===== src/rtl/rsa_rfid_pkg.sv =====
// Shared types and constants for the RSA receive framer.
// State encoding, drop causes and the default frame start marker.
package rsa_rfid_pkg;

  typedef enum logic [1:0] {
    IDLE,
    PAYLOAD,
    CHECK,
    HOLD
  } state_t;

  localparam logic [1:0] ERR_NONE    = 2'b00;
  localparam logic [1:0] ERR_CSUM    = 2'b01;
  localparam logic [1:0] ERR_TIMEOUT = 2'b10;
  localparam logic [1:0] ERR_EVENMOD = 2'b11;

  localparam logic [7:0] SYNC_DEFAULT = 8'hA5;

endpackage


===== src/rtl/rsa_frame_rx_if.sv =====
// FIFO-side and controller-side signals of the RSA receive framer.
// master = framer, slave = FIFO plus controller.
interface rsa_frame_rx_if #(
  parameter int WordSize = 32
);
  logic [7:0]          r_data;
  logic                rx_empty;
  logic                rd_uart;
  logic [WordSize-1:0] msg_word;
  logic [WordSize-1:0] exp_word;
  logic [WordSize-1:0] mod_word;
  logic                frame_valid;
  logic                frame_ready;
  logic                frame_err;
  logic [1:0]          err_code;

  modport master (
    input  r_data, rx_empty, frame_ready,
    output rd_uart, msg_word, exp_word,
    output mod_word, frame_valid,
    output frame_err, err_code
  );

  modport slave (
    output r_data, rx_empty, frame_ready,
    input  rd_uart, msg_word, exp_word,
    input  mod_word, frame_valid,
    input  frame_err, err_code
  );
endinterface


===== src/rtl/rsa_frame_timeout.sv =====
// Inter-byte gap counter: cleared on every pop, counts while enabled.
// expired flags the cycle whose closing edge would reach TIMEOUT.
module rsa_frame_timeout #(
  parameter int TIMEOUT = 100000
) (
  input  logic clk,
  input  logic reset,
  input  logic clr,
  input  logic en,
  output logic expired
);
  localparam int CW = $clog2(TIMEOUT + 1);

  logic [CW-1:0] cnt;

  always_ff @(posedge clk or posedge reset) begin
    if (reset) begin
      cnt <= '0;
    end else if (clr) begin
      cnt <= '0;
    end else if (en) begin
      cnt <= cnt + CW'(1);
    end
  end

  assign expired = en && !clr
                && (cnt == CW'(TIMEOUT - 1));

endmodule


===== src/rtl/rsa_frame_rx.sv =====
// Receive framer: sync hunt, payload assembly, checksum/modulus check,
// and valid/ready hand-off of msg/exp/mod words to the controller.
module rsa_frame_rx
  import rsa_rfid_pkg::*;
#(
  parameter int         WordSize  = 32,
  parameter logic [7:0] SYNC_BYTE = SYNC_DEFAULT,
  parameter int         TIMEOUT   = 100000
) (
  input  logic          clk,
  input  logic          reset,
  rsa_frame_rx_if.master bus
);
  localparam int NB = WordSize / 8;
  localparam int NP = 3 * NB;
  localparam int CW = $clog2(NP);
  localparam int SW = 3 * WordSize;

  state_t state, state_nxt;

  logic [CW-1:0] cnt, cnt_nxt;
  logic [7:0]    xacc, xacc_nxt;
  logic [SW-1:0] sreg, sreg_nxt;

  logic pop, load, err_set;
  logic active, expired;
  logic [1:0] err_nxt;

  logic [WordSize-1:0] msg_q, exp_q, mod_q;
  logic                err_q;
  logic [1:0]          code_q;

  assign active = (state == PAYLOAD)
               || (state == CHECK);

  rsa_frame_timeout #(
    .TIMEOUT(TIMEOUT)
  ) u_timeout (
    .clk    (clk),
    .reset  (reset),
    .clr    (pop || !active),
    .en     (active),
    .expired(expired)
  );

  always_comb begin
    state_nxt = state;
    cnt_nxt   = cnt;
    xacc_nxt  = xacc;
    sreg_nxt  = sreg;
    pop       = 1'b0;
    load      = 1'b0;
    err_set   = 1'b0;
    err_nxt   = ERR_NONE;
    unique case (state)
      IDLE: begin
        pop = !bus.rx_empty;
        if (pop && bus.r_data == SYNC_BYTE) begin
          state_nxt = PAYLOAD;
          cnt_nxt   = '0;
          xacc_nxt  = '0;
        end
      end
      PAYLOAD: begin
        pop = !bus.rx_empty;
        if (pop) begin
          sreg_nxt = {sreg[SW-9:0], bus.r_data};
          xacc_nxt = xacc ^ bus.r_data;
          cnt_nxt  = cnt + CW'(1);
          if (cnt == CW'(NP - 1)) begin
            state_nxt = CHECK;
          end
        end else if (expired) begin
          err_set   = 1'b1;
          err_nxt   = ERR_TIMEOUT;
          state_nxt = IDLE;
        end
      end
      CHECK: begin
        pop = !bus.rx_empty;
        if (pop) begin
          state_nxt = IDLE;
          if (bus.r_data != xacc) begin
            err_set = 1'b1;
            err_nxt = ERR_CSUM;
          end else if (!sreg[0]) begin
            err_set = 1'b1;
            err_nxt = ERR_EVENMOD;
          end else begin
            load      = 1'b1;
            state_nxt = HOLD;
          end
        end else if (expired) begin
          err_set   = 1'b1;
          err_nxt   = ERR_TIMEOUT;
          state_nxt = IDLE;
        end
      end
      HOLD: begin
        if (bus.frame_ready) begin
          state_nxt = IDLE;
        end
      end
      default: state_nxt = IDLE;
    endcase
  end

  always_ff @(posedge clk or posedge reset) begin
    if (reset) begin
      state  <= IDLE;
      cnt    <= '0;
      xacc   <= '0;
      sreg   <= '0;
      msg_q  <= '0;
      exp_q  <= '0;
      mod_q  <= '0;
      err_q  <= 1'b0;
      code_q <= ERR_NONE;
    end else begin
      state <= state_nxt;
      cnt   <= cnt_nxt;
      xacc  <= xacc_nxt;
      sreg  <= sreg_nxt;
      err_q <= err_set;
      if (err_set) begin
        code_q <= err_nxt;
      end
      if (load) begin
        msg_q <= sreg[SW-1 -: WordSize];
        exp_q <= sreg[2*WordSize-1 -: WordSize];
        mod_q <= sreg[WordSize-1:0];
      end
    end
  end

  // Async reset must also silence the combinational pop strobe.
  assign bus.rd_uart     = pop && !reset;
  assign bus.msg_word    = msg_q;
  assign bus.exp_word    = exp_q;
  assign bus.mod_word    = mod_q;
  assign bus.frame_valid = (state == HOLD);
  assign bus.frame_err   = err_q;
  assign bus.err_code    = code_q;

endmodule


===== src/flat_wrapper.sv =====
// flat-port wrapper written by rule: the top's interface ports become plain ports
module rsa_frame_rx_flat import rsa_rfid_pkg::*;
#(
  parameter int         WordSize  = 32,
  parameter logic [7:0] SYNC_BYTE = SYNC_DEFAULT,
  parameter int         TIMEOUT   = 100000
)
  (clk, reset, bus_r_data, bus_rx_empty, bus_frame_ready, bus_rd_uart, bus_msg_word, bus_exp_word, bus_mod_word, bus_frame_valid, bus_frame_err, bus_err_code);
  rsa_frame_rx_if #(.WordSize(WordSize)) bus_i ();
  input  logic clk;
  input  logic reset;
  input wire logic [$bits(bus_i.r_data)-1:0] bus_r_data;
  input wire logic [$bits(bus_i.rx_empty)-1:0] bus_rx_empty;
  input wire logic [$bits(bus_i.frame_ready)-1:0] bus_frame_ready;
  output wire logic [$bits(bus_i.rd_uart)-1:0] bus_rd_uart;
  output wire logic [$bits(bus_i.msg_word)-1:0] bus_msg_word;
  output wire logic [$bits(bus_i.exp_word)-1:0] bus_exp_word;
  output wire logic [$bits(bus_i.mod_word)-1:0] bus_mod_word;
  output wire logic [$bits(bus_i.frame_valid)-1:0] bus_frame_valid;
  output wire logic [$bits(bus_i.frame_err)-1:0] bus_frame_err;
  output wire logic [$bits(bus_i.err_code)-1:0] bus_err_code;
  assign bus_i.r_data = bus_r_data;
  assign bus_i.rx_empty = bus_rx_empty;
  assign bus_i.frame_ready = bus_frame_ready;
  assign bus_rd_uart = bus_i.rd_uart;
  assign bus_msg_word = bus_i.msg_word;
  assign bus_exp_word = bus_i.exp_word;
  assign bus_mod_word = bus_i.mod_word;
  assign bus_frame_valid = bus_i.frame_valid;
  assign bus_frame_err = bus_i.frame_err;
  assign bus_err_code = bus_i.err_code;
  rsa_frame_rx #(.WordSize(WordSize), .SYNC_BYTE(SYNC_BYTE), .TIMEOUT(TIMEOUT)) u_core (.clk(clk), .reset(reset), .bus(bus_i));
endmodule

===== config.mk =====
export PLATFORM = sky130hd
export DESIGN_NAME = rsa_frame_rx_flat
export DESIGN_NICKNAME = d
export VERILOG_FILES = /design/src/rtl/rsa_rfid_pkg.sv /design/src/rtl/rsa_frame_rx_if.sv /design/src/rtl/rsa_frame_timeout.sv /design/src/rtl/rsa_frame_rx.sv /design/src/flat_wrapper.sv
export SDC_FILE = /design/constraint.sdc
export NUM_CORES = 1
export LEC_CHECK = 0
export CAP_MARGIN = 20
export CORE_MARGIN = 2
export CORE_UTILIZATION = 50
export DETAILED_ROUTE_END_ITERATION = 12
export PLACE_DENSITY = 0.73
export SLEW_MARGIN = 15
export SYNTH_ARGS = -nofsm -noshare
export SYNTH_HDL_FRONTEND = slang
export SYNTH_HIERARCHICAL = 1
export SYNTH_SLANG_ARGS = --single-unit

===== constraint.sdc =====
create_clock -name clk -period 15.3 [get_ports clk]
set_clock_uncertainty 0.2 [all_clocks]
set_input_delay 3.06 -clock clk [delete_from_list [all_inputs] [get_ports clk]]
set_output_delay 3.06 -clock clk [all_outputs]
set_load 0.05 [all_outputs]

==> flow_summary.yaml, run 1 <==
status:
  status: "complete, no violations"
placement:
  hpwl_um: 11500
  globalplace.congestion: 0.803
  place_inst: 1136
  place.port_buffers: 112
  pre_cts_slack_ns: 7.17
layout:
  final_cell_mix: "nand2_1 (298), dfrtp_1 (226), clkdlybuf4s50_1 (112)"
  nNetsFinal: 951
  layout_commonest_cell: "nand2_1"
  antenna_cells: 0
  syn2layout_area_growth_pct: 22.3
  drive_above_1_share: 0.127
  finalNonFillerCells: 1177
floorplanning:
  die_y_um: 140
  core_area_um2: 18000
  rows: 49
  chipWidth_um: 140
  die_area_um2: 19500
  initial_core_util: 0.512
  io_pins: 113
yosys:
  synth-simple-area-share: 0.175
  synth_edf_count: 0
  synth_fp_nets: 849
  synth_cell_type_count: 48
  muxShareOfSynthArea: 0.127
  synth_compound_area_frac: 0.0379
  synthArstFlopShare: 1.00
  yosysWarningCount: 6
  synth-xor-area-share: 0.0114
  synth_area_um2: 9220
  synth_top_family_by_area: "simple AND/OR/NAND/NOR gates"
  synthFlopType: "dfrtp_1"
  synth-adder-area-share: 0.00814
  ys_ff_latch: 226
  postSynthAreaPerCell_um2: 11.1
  syn-instance-count: 831
  ys_seq_area_frac: 0.613
timing:
  hold_violations: 0
  max_slew_margin: 0.408
  max_freq_ghz: 0.123
  final_max_slew_viol_count: 0
  tightest_slew_ns: 0.888
  grt_setup_unrepaired: "false"
  setup_ws_ns: 7.16
  setup_violations: 0
  tns_ns: 0
  fin_crit_ns: 8.14
  finalCritPeriodShare: 0.532
min_path:
  hp-class: "reg -> reg"
critical_path:
  critPathSlowestCell: "clkdlybuf4s50_1"
  rrSetupSlack_ns: 11.89
  path_cells: "clkdlybuf4s50_1, nor3_1, clkdlybuf4s50_1"
  cp.arrival_ns: 4.88
  critPathKind: "in -> out"
  cpMostUsedCell: "clkdlybuf4s50_1"
  cpLargestDelayFamily: "buffers and inverters"
  required_ns: 12.04
  cp_max_fo: 11
  end_kind: "output port"
  crit_path_start_kind: "primary input"
  cpPeakStageDelay_ns: 0.83
  path_buf_inv: 2
grt:
  globalRouteTotalUtil: 0.191
  antenna_found_initial: 0
  grt_pass1_vias: 6074
  grt_pass1_wl_um: 31100
  grt_max_degree: 123
  grt_overflow: 0
pwr:
  power.switching_mw: 0.516
  internal_power_mw: 1.16
  p_leak_nw: 5.65
  seq_power_share: 0.481
  pwr_density_cell_nw_per_um2: 149
  p_clk_frac: 0.341
  ir_drop_mv: 0.101
  sw_frac_of_total: 0.308
  combPwrFrac: 0.178
routing:
  dr.pass1.iters: 4
  drc_errors: 0
  wl_um: 18600
  antenna_left: 0
  drt_iter0_markers: 462
  viasPerCell: 5.25
  detail_route.wl_per_cell_um: 15.8
  via_count: 6180
clocking:
  cts-root-buf: "clkbuf_16"
  hold_buffers: 0
  cts_resized: 0
  path_clk_slew_ns: 0.05
  cts_setup_buffers: 0
  cts_buffers: 24
  clk_latency_ns: 0.51
  cts-htree-levels: 1
  cts_tree: "yes"
  clk_path_buf_depth: 3
  cts_sinks: 226
flow_run:
  cap_violations: 0
==> routing by layer <==
layer	global-route usage	part of all wire	routed length, µm	vias up
met2	0.294	0.46	8490	120
met1	0.283	0.47	8830	3065
met5	0	0	0	-
li1	-	-	-	2971
met3	0.0427	0.054	1010	24
met4	0.0395	0.016	296	0
==> power by group through the flow <==
stage | sequential, mW | combinational (mW) | clock (mW)
floorplan | 0.795 | 0.228 | 0
global placement | 0.813 | 0.289 | 0
detailed placement | 0.817 | 0.299 | 0
CTS | 0.806 | 0.302 | 0.586
global route | 0.822 | 0.342 | 0.608
finish | 0.805 | 0.299 | 0.571
==> sequential cells by signal, indices dropped and copies added, names as in the netlist <==
signal                flops
u_core/bus.err_code       2
u_core/bus.exp_word      32
u_core/bus.frame_err      1
u_core/bus.mod_word      32
u_core/bus.msg_word      32
u_core/cnt                4
u_core/sreg              96
u_core/state              2
u_core/u_timeout/cnt     17
u_core/xacc               8
==> through the flow <==
| step | hold slack (ns) | instance area [µm²] | total power [mW] | util |
|---|---|---|---|---|
| 6_report | 0.273 | 11300 | 1.67 | 0.626 |
| 5_1_grt | 0.291 | 11300 | 1.77 | 0.626 |
| 3_3_place_gp | 0.255 | 10500 | 1.10 | 0.582 |
| 2_1_floorplan | 0.240 | 9220 | 1.02 | - |
| 4_1_cts | 0.276 | 11300 | 1.69 | 0.625 |
| 3_5_place_dp | 0.259 | 10500 | 1.12 | 0.582 |
==> area by class of cell <==
cell class / count / area, µm²
clock buffers: 35 / 693
clock inverters: 6 / 83.8
fillers: 1422 / 6750
inverters: 10 / 45.0
multi-input cells: 552 / 3340
flip-flops and latches: 226 / 5660
well taps: 229 / 287
repair buffers: 119 / 1180
==> final timing paths <==
check / cells past startpoint / to / start
max in group asynchronous: 3 / u_core/sreg[53]$_DFFE_PP0P_ / reset
worst max register to register: 9 / u_core/state[1]$_DFFE_PP0P_ / u_core/state[0]$_DFFE_PP0P_
worst max-delay path: 3 / bus_rd_uart / bus_rx_empty
worst min register to register: 2 / u_core/bus.err_code[0]$_DFFE_PP0P_ / u_core/bus.err_code[0]$_DFFE_PP0P_
worst min-delay path: 2 / u_core/bus.err_code[0]$_DFFE_PP0P_ / u_core/bus.err_code[0]$_DFFE_PP0P_
min in group asynchronous: 2 / u_core/bus.err_code[0]$_DFFE_PP0P_ / reset
==> tightest hold or removal path, stage by stage, from the launching register on <==
cell and delay [ns]:
dfrtp_1 0.34, nand2_1 0.04, o21ai_0 0.05
==> cell families (layout without fill, tap and decap cells) <==
logic type / after synthesis / after routing
multiplexers: 104 / 104
flip-flops: 226 / 226
adder cells (fa/ha/maj): 6 / 6
AO/OA/AOI/OAI: 55 / 55
buffers and inverters: 53 / 170
XOR/XNOR: 12 / 12
AND/OR/NAND/NOR: 375 / 375
==> Yosys cell counts (all sizes together) (5+ instances only) <==
library cell  count  area (µm²)
nand3             5        25.0
nand4            13         111
o31ai            15         113
xnor2             9        78.8
nor2             18        67.6
dfrtp           226        5660
buf              28         159
o21ai            17        85.1
nor2b            10        65.1
clkbuf           15        56.3
nor4              8        62.6
a21oi            13        65.1
ha                6        75.1
mux2            101        1140
nand2           298        1120
inv              10        37.5
nor3              5        30.0
Note: power is estimated with default switching activity, not from simulation.
==> inputs of run 2 (changes only) <==
PLACE_DENSITY = 0.76   (was 0.73)
clock period = 6.6 ns   (was 15.3 ns; I/O delays follow)
==> flow_summary.yaml, run 2 (synthesis gave the netlist of run 1 again) <==
layout:
  nNetsFinal: 952
  regMostFlops: "u_core/sreg"
  finalNonFillerCells: 1180
  largest_register_ffs: 96
  fill_cells: 1432
  final_cell_mix: "nand2_1 (298), dfrtp_1 (226), clkdlybuf4s50_1 (112)"
  post-route-util: 0.631
  antenna_cells: 0
  syn2layout_area_growth_pct: 23.3
  drive_above_1_share: 0.131
  multi_input_area_um2: 3340
  regArea_um2: 5660
  layout_commonest_cell: "nand2_1"
floorplanning:
  die_area_um2: 19500
  rows: 49
  core_area_um2: 18000
  chipWidth_um: 140
  die_y_um: 140
  initial_core_util: 0.512
  io_pins: 113
clocking:
  hold_buffers: 0
  path_clk_slew_ns: 0.06
  cts-htree-levels: 1
  cts-root-buf: "clkbuf_16"
  clk_path_buf_depth: 3
  cts_resized: 0
  cts_sinks: 226
  cts_setup_buffers: 0
  clk_latency_ns: 0.50
  cts_tree: "yes"
  cts_buffers: 24
critical_path:
  crit_path_start_kind: "primary input"
  critPathSlowestCell: "clkdlybuf4s50_1"
  required_ns: 5.08
  worstRegToRegCells: 9
  end_kind: "output port"
  cp.arrival_ns: 3.17
  rr_startpoint: "u_core/state[0]$_DFFE_PP0P_"
  cpMostUsedCell: "clkdlybuf4s50_1"
  crit_path_start: "bus_rx_empty"
  cpPeakStageDelay_ns: 0.84
  critPathKind: "in -> out"
  path_cells: "clkdlybuf4s50_1, nor3_1, clkdlybuf4s50_1"
  cp_max_fo: 11
pwr:
  p_leak_nw: 5.69
  power_mw: 3.97
  ir_drop_mv: 0.223
  pwr_density_cell_nw_per_um2: 349
routing:
  antenna_left: 0
  wl_um: 19100
  drt_iter0_markers: 366
  via_count: 6279
  detail_route.wl_per_cell_um: 16.2
  viasPerCell: 5.32
  dr.pass1.iters: 4
  drc_errors: 0
timing:
  finalCritPeriodShare: 0.710
  setup_violations: 0
  tns_ns: 0
  max_slew_margin: 0.306
  hold_ws_ns: 0.267
  hold_violations: 0
  tightest_slew_ns: 1.04
  final_max_slew_viol_count: 0
  max_freq_ghz: 0.213
  fin_crit_ns: 4.69
  grt_setup_unrepaired: "false"
placement:
  globalplace.congestion: 0.791
  place_inst: 1135
  hpwl_um: 11600
  place.port_buffers: 112
grt:
  grt_pass1_vias: 6443
  antenna_found_initial: 0
  globalRouteTotalUtil: 0.200
  top_usage_layer: "met2"
  grt_overflow: 0
  grt_max_degree: 210
  grt_use_met2: 0.332
  grtUsageMet3: 0.0323
  grt_pass1_wl_um: 32400
  globalRouteMet1Util: 0.274
min_path:
  hp-class: "reg -> reg"
  hp-start: "u_core/sreg[92]$_DFFE_PP0P_"
  hold_depth: 2
status:
  status: "complete, no violations"
flow_run:
  cap_violations: 0
-- run 2: cell count changes in the layout (fill, tap and decap cells not counted) --
cell / change
buf_12: +3
buf_16: +1
buf_4: -2
buf_6: -1
bufinv_16: +2
clkbuf_1: -2
clkbuf_8: -2
clkinv_2: +5
clkinvlp_4: +1
inv_6: -1
inv_8: -1
-- run 2: routing by layer --
layer	wire length, µm	up-vias
li1	-	2973
met1	8630	3138
met2	9190	140
met3	746	28
met4	483	0
met5	0	-
-- run 2: cell type report --
type / count / area share
inverters: 10 / 0.00363
well taps: 229 / 0.0252
flip-flops and latches: 226 / 0.497
multi-input cells: 552 / 0.293
clock buffers: 31 / 0.0579
clock inverters: 12 / 0.0141
repair buffers: 120 / 0.109
-- run 2: report_power, final --
group,leakage [nW],total (mW),switching (mW),internal (mW)
sequential,3.09,1.87,0.220,1.65
combinational,2.19,0.710,0.472,0.238
clock,0.409,1.39,0.528,0.858
-- run 2: worst paths after layout --
path,end,slack [ns]
max reg2reg,u_core/state[1]$_DFFE_PP0P_,3.21
min in group asynchronous,u_core/u_timeout/cnt[1]$_DFFE_PP0P_,1.13
min,u_core/sreg[92]$_DFFE_PP0P_,0.27
max in group asynchronous,u_core/sreg[17]$_DFFE_PP0P_,4.15
max,bus_rd_uart,1.91
min reg2reg,u_core/sreg[92]$_DFFE_PP0P_,0.27
-- run 2: critical path: cells and delay by family --
family,cells,cell delay (ns)
buffers and inverters,2,1.51
and+or+nand+nor,1,0.33
-- run 2: per-stage QoR --
| step | worst slack, ns | cell area [µm²] |
|---|---|---|
| final | 1.91 | 11400 |
| after global placement | 1.95 | 10500 |
| after CTS | 1.92 | 11300 |
| after floorplan | 2.37 | 9230 |
| after detailed placement | 1.92 | 10500 |
| after global routing | 1.89 | 11400 |
